[config.mk]
export PLATFORM = sky130hd
export DESIGN_NAME = onehot_decoder_3to8_stream
export DESIGN_NICKNAME = d
export VERILOG_FILES = /design/src/rtl/onehot_decoder_3to8_stream.sv
export SDC_FILE = /design/constraint.sdc
export NUM_CORES = 1
export LEC_CHECK = 0
export CAP_MARGIN = 20
export CORE_AREA = 10 10 64 66
export CTS_BUF_LIST = sky130_fd_sc_hd__clkbuf_2 sky130_fd_sc_hd__clkbuf_4 sky130_fd_sc_hd__clkbuf_8
export CTS_CLUSTER_SIZE = 28
export DETAILED_ROUTE_END_ITERATION = 10
export DIE_AREA = 0 0 74 76
export HOLD_SLACK_MARGIN = 0.12
export PLACE_DENSITY = 0.73
export SLEW_MARGIN = 20
export SYNTH_ARGS = -nofsm -noshare
export SYNTH_HDL_FRONTEND = slang
export SYNTH_SLANG_ARGS = --single-unit
[constraint.sdc]
create_clock -name clk -period 2.5 [get_ports clk]
set_clock_uncertainty 0.15 [all_clocks]
set_input_delay 0.5 -clock clk [delete_from_list [all_inputs] [get_ports clk]]
set_output_delay 0.5 -clock clk [all_outputs]
set_load 0.01 [all_outputs]
[src/rtl/onehot_decoder_3to8_stream.sv]
// Streaming 3-to-8 decoder: queues 3-bit codes in a small FIFO and drives the
// matching one-hot word on dec_out for HOLD_CYCLES cycles per code.
module onehot_decoder_3to8_stream #(
  parameter int DEPTH       = 4,
  parameter int HOLD_CYCLES = 3
) (
  input  logic                       clk,
  input  logic                       rst,
  input  logic                       in_valid,
  output logic                       in_ready,
  input  logic [2:0]                 in_code,
  output logic [7:0]                 dec_out,
  output logic                       out_valid,
  output logic [$clog2(DEPTH+1)-1:0] fifo_count,
  output logic                       busy
);

  localparam int CW = $clog2(DEPTH + 1);
  localparam int AW = (DEPTH > 1) ? $clog2(DEPTH) : 1;
  localparam int HW = (HOLD_CYCLES > 1) ? $clog2(HOLD_CYCLES) : 1;
  localparam logic [HW-1:0] HOLD_LOAD = HW'(HOLD_CYCLES - 1);
  localparam logic [CW-1:0] FULL_COUNT = CW'(DEPTH);

  typedef enum logic {S_IDLE, S_DRIVE} state_t;

  logic [2:0]    r_mem [DEPTH];
  logic [AW-1:0] r_wr_ptr;
  logic [AW-1:0] r_rd_ptr;
  logic [CW-1:0] r_count;

  state_t        r_state;
  logic [7:0]    r_dec;
  logic          r_out_valid;
  logic [HW-1:0] r_hold;

  state_t        w_state_next;
  logic          w_pop;
  logic          w_push;
  logic          w_nonempty;
  logic [2:0]    w_head;
  logic [7:0]    w_dec_next;
  logic          w_out_valid_next;
  logic [HW-1:0] w_hold_next;

  assign w_nonempty = (r_count != '0);
  assign w_head     = r_mem[r_rd_ptr];

  // A full FIFO refuses pushes even when the FSM pops in the same edge.
  assign in_ready   = (r_count < FULL_COUNT) && !rst;
  assign w_push     = in_valid && in_ready;

  always_ff @(posedge clk) begin
    if (w_push) begin
      r_mem[r_wr_ptr] <= in_code;
    end
  end

  always_ff @(posedge clk) begin
    if (rst) begin
      r_wr_ptr <= '0;
      r_rd_ptr <= '0;
      r_count  <= '0;
    end else begin
      if (w_push) begin
        r_wr_ptr <= r_wr_ptr + AW'(1);
      end
      if (w_pop) begin
        r_rd_ptr <= r_rd_ptr + AW'(1);
      end
      case ({w_push, w_pop})
        2'b10:   r_count <= r_count + CW'(1);
        2'b01:   r_count <= r_count - CW'(1);
        default: r_count <= r_count;
      endcase
    end
  end

  always_ff @(posedge clk) begin
    if (rst) begin
      r_state     <= S_IDLE;
      r_dec       <= '0;
      r_out_valid <= 1'b0;
      r_hold      <= '0;
    end else begin
      r_state     <= w_state_next;
      r_dec       <= w_dec_next;
      r_out_valid <= w_out_valid_next;
      r_hold      <= w_hold_next;
    end
  end

  always_comb begin
    w_state_next = r_state;
    w_pop        = 1'b0;
    case (r_state)
      S_IDLE: begin
        if (w_nonempty) begin
          w_pop        = 1'b1;
          w_state_next = S_DRIVE;
        end
      end
      S_DRIVE: begin
        if (r_hold == '0) begin
          if (w_nonempty) begin
            w_pop = 1'b1;
          end else begin
            w_state_next = S_IDLE;
          end
        end
      end
      default: w_state_next = S_IDLE;
    endcase
  end

  // Reloading on the final hold cycle keeps consecutive codes gap-free.
  always_comb begin
    w_dec_next       = r_dec;
    w_out_valid_next = r_out_valid;
    w_hold_next      = r_hold;
    if (w_pop) begin
      w_dec_next       = 8'h01 << w_head;
      w_out_valid_next = 1'b1;
      w_hold_next      = HOLD_LOAD;
    end else if (r_state == S_IDLE) begin
      w_dec_next       = '0;
      w_out_valid_next = 1'b0;
    end else if (r_hold != '0) begin
      w_hold_next = r_hold - HW'(1);
    end else begin
      w_dec_next       = '0;
      w_out_valid_next = 1'b0;
    end
  end

  assign dec_out    = r_dec;
  assign out_valid  = r_out_valid;
  assign fifo_count = r_count;
  assign busy       = r_out_valid || w_nonempty;

endmodule

==> impl_metrics.json <==
{
  "hpwl_mm": 1.832,
  "async_reset_ff_frac": 0,
  "met2_usage": 0.1391,
  "avgRoutedWirePerCell_um": 13.94,
  "clkLatencyLatePin_ns": 0.33,
  "vias_per_cell": 5.259,
  "busiest_layer": "met2",
  "synth_enable_flop_cells": 12,
  "synth_top_family_by_area": "simple AND/OR/NAND/NOR gates",
  "cp_slowest_stage_delay_ns": 0.54,
  "synthXorXnorAreaFrac": 0.01966,
  "n_fill_cell": 260,
  "nets": 148,
  "drive_above_1_share": 0.1314,
  "ff_latch_area_um2": 780.7,
  "seq_area_frac_synth": 0.5843,
  "crit_path_frequent_cell": "clkdlybuf4s50_1",
  "cts_tree": "yes",
  "clk_pin_slew_ns": 0.10,
  "crit_arrival_ns": 1.78,
  "ys_seq_elements": 33,
  "diodes": 0,
  "synth_adder_area_share": 0.06180,
  "die_h_um": 76,
  "synth.area.mux_share": 0.06367,
  "drv_cap": 0,
  "grt_pass1_vias": 884,
  "drt-total-wl_mm": 2.370,
  "yosysWarnings": 0,
  "critical_path.max_fanout": 15,
  "synthSimpleGateAreaFrac": 0.1236,
  "grt_first_pass_wirelength_mm": 4.029,
  "use_met3": 0.05208,
  "slew_headroom": 0.7927,
  "finalHoldViolCount": 0,
  "p_leak_nw": 0.6052,
  "io_pins": 20,
  "grt_usage": 0.09002,
  "syn_nets": 118,
  "final_util": 0.5688,
  "drc_errors": 0,
  "multi_input_area_um2": 514.2,
  "rows": 20,
  "setup.worst_path.class": "input port to primary output",
  "synthFlopType": "dfxtp_1",
  "status": "completed",
  "clockBufferDepth": 2,
  "dr_total_vias": 894,
  "portBuffers": 19,
  "ir_drop_uv": 651.6,
  "gp_congestion": 0.7710,
  "syn_inst": 106,
  "yosysUniqueCellTypes": 29,
  "drt_iter0_drc": 45,
  "critPathLaunchType": "input port",
  "cts_hold_buf": 0,
  "placed_cell_area_um2": 1605,
  "core_area_um2": 2928,
  "cts_setup_buffers": 0,
  "clock_sinks": 33,
  "overflow": 0,
  "first_pass_iters": 4,
  "grt_use_met1": 0.09837,
  "die-width_um": 74,
  "worst_pin_slew_ns": 0.3110,
  "rsz0062_at_grt": "false",
  "die-area_um2": 5624,
  "ctsResizeCount": 0,
  "grt_antenna_before_repair": 0,
  "grt_max_degree": 16,
  "cts_made_buffers": 5,
  "setup_violations": 0,
  "detail-route-antenna-nets": 0,
  "initial_core_util": 0.4564,
  "setup_slack_ns": 0.06749,
  "synth_area_um2": 1336,
  "cp_cell_sequence": "clkdlybuf4s50_1, buf_4, nor2_1, clkdlybuf4s50_1",
  "post-place-ws_ns": -0.1275,
  "crit_slowest_cell": "clkdlybuf4s50_1",
  "syn_avg_cell_area_um2": 12.61,
  "cts-root-buf": "clkbuf_4",
  "area_delta_synth_final_pct": 24.63,
  "fmax_mhz": 411.1,
  "htreeDepth": 2,
  "required_ns": 1.85,
  "min_path_type": "flop to flop",
  "fin_setup_tns_ns": 0,
  "end_kind": "primary output",
  "pwr_density_cell_nw_per_um2": 1036,
  "synth-compound-area-share": 0.1161,
  "min_period_ns": 2.433,
  "p_total_mw": 1.725,
  "design_area_um2": 1665,
  "slew_viol_final": 0,
  "fin_crit_sh": 0.9730
}
-- worst paths after layout --
| kind | start | endpoint | slack [ns] | cells after the start |
|---|---|---|---|---|
| worst min register to register | dec_out[7] | dec_out[7] | 0.33 | 2 |
| worst min-delay path | dec_out[7] | dec_out[7] | 0.33 | 2 |
| worst max register to register | fifo_count[0] | fifo_count[2] | 0.12 | 8 |
| worst max-delay path | rst | in_ready | 0.07 | 4 |
-- critical path, delay by kind of cell --
kind	cells	cell delay, ns
buffers and inverters	3	1.19
AND/OR/NAND/NOR	1	0.09
-- sequential cells by signal, indices dropped and copies added (netlist names), named ones only --
signal and cells:
r_mem 12, r_hold 2, r_rd_ptr 2, out_valid 1, dec_out 8, r_wr_ptr 2
r_state 1, fifo_count 3
-- synthesized netlist by cell type, drive strengths merged (2+ instances only) --
master,instances,area share
o31ai,6,0.034
nand2,2,0.0056
ha,5,0.047
nor2,5,0.014
mux4,3,0.056
a21oi,7,0.026
o21a,2,0.011
edfxtp,12,0.27
dfxtp,21,0.31
or3,2,0.0094
nand3,6,0.022
clkbuf,2,0.0056
inv,9,0.025
a32o,4,0.030
and2,4,0.019
o21ai,4,0.015
xnor2,2,0.013
-- power breakdown --
group          leakage, nW  switching [mW]  internal, mW
Sequential           0.281          0.0776         0.651
Combinational        0.301           0.348         0.354
Clock               0.0234           0.184         0.109
Total                0.605           0.610          1.11
-- cell type report --
cell class | count | share of cell area
Sequential cell | 33 | 0.4688
Clock buffer | 5 | 0.02254
Tap cell | 33 | 0.02479
Multi-Input combinational cell | 62 | 0.3088
Inverter | 9 | 0.02029
Clock inverter | 3 | 0.01352
Timing Repair Buffer | 25 | 0.1412
-- per-stage QoR --
step | cells | hold WS [ns]
2_1_floorplan | 106 | 0.3029
3_3_place_gp | 162 | 0.3094
3_5_place_dp | 162 | 0.3157
4_1_cts | 170 | 0.3306
5_1_grt | 170 | 0.3573
6_report | 170 | 0.3253
-- logic make-up after synthesis --
family,Yosys count
adder cells (fa/ha/maj),6
flip-flops,33
XOR/XNOR,3
AND/OR/NAND/NOR,26
buffers and inverters,11
multiplexers,4
AO/OA/AOI/OAI,23
-- placed cells by master (no fill, tap or decap), types with 2 or more instances in the layout --
| cell | Yosys | layout |
|---|---|---|
| clkinvlp_4 | 0 | 3 |
| xnor2_1 | 2 | 2 |
| o21ai_0 | 3 | 3 |
| nand2_1 | 2 | 2 |
| a32o_1 | 4 | 4 |
| edfxtp_1 | 12 | 12 |
| ha_1 | 5 | 5 |
| o21a_1 | 2 | 2 |
| clkdlybuf4s50_1 | 0 | 19 |
| or3_1 | 2 | 2 |
| clkbuf_4 | 0 | 5 |
| buf_4 | 0 | 6 |
| mux4_1 | 2 | 2 |
| nor2_1 | 5 | 5 |
| a21oi_1 | 7 | 7 |
| dfxtp_1 | 21 | 21 |
| and2_1 | 4 | 4 |
| inv_1 | 9 | 9 |
| nand3_1 | 6 | 6 |
| o31ai_1 | 6 | 6 |
-- routing by layer --
layer  share of wire  up-vias
li1                -      450
met1            0.41      419
met2            0.49       21
met3           0.086        4
met4           0.017        0
met5               0        -
Note: power is estimated with default switching activity, not from simulation.
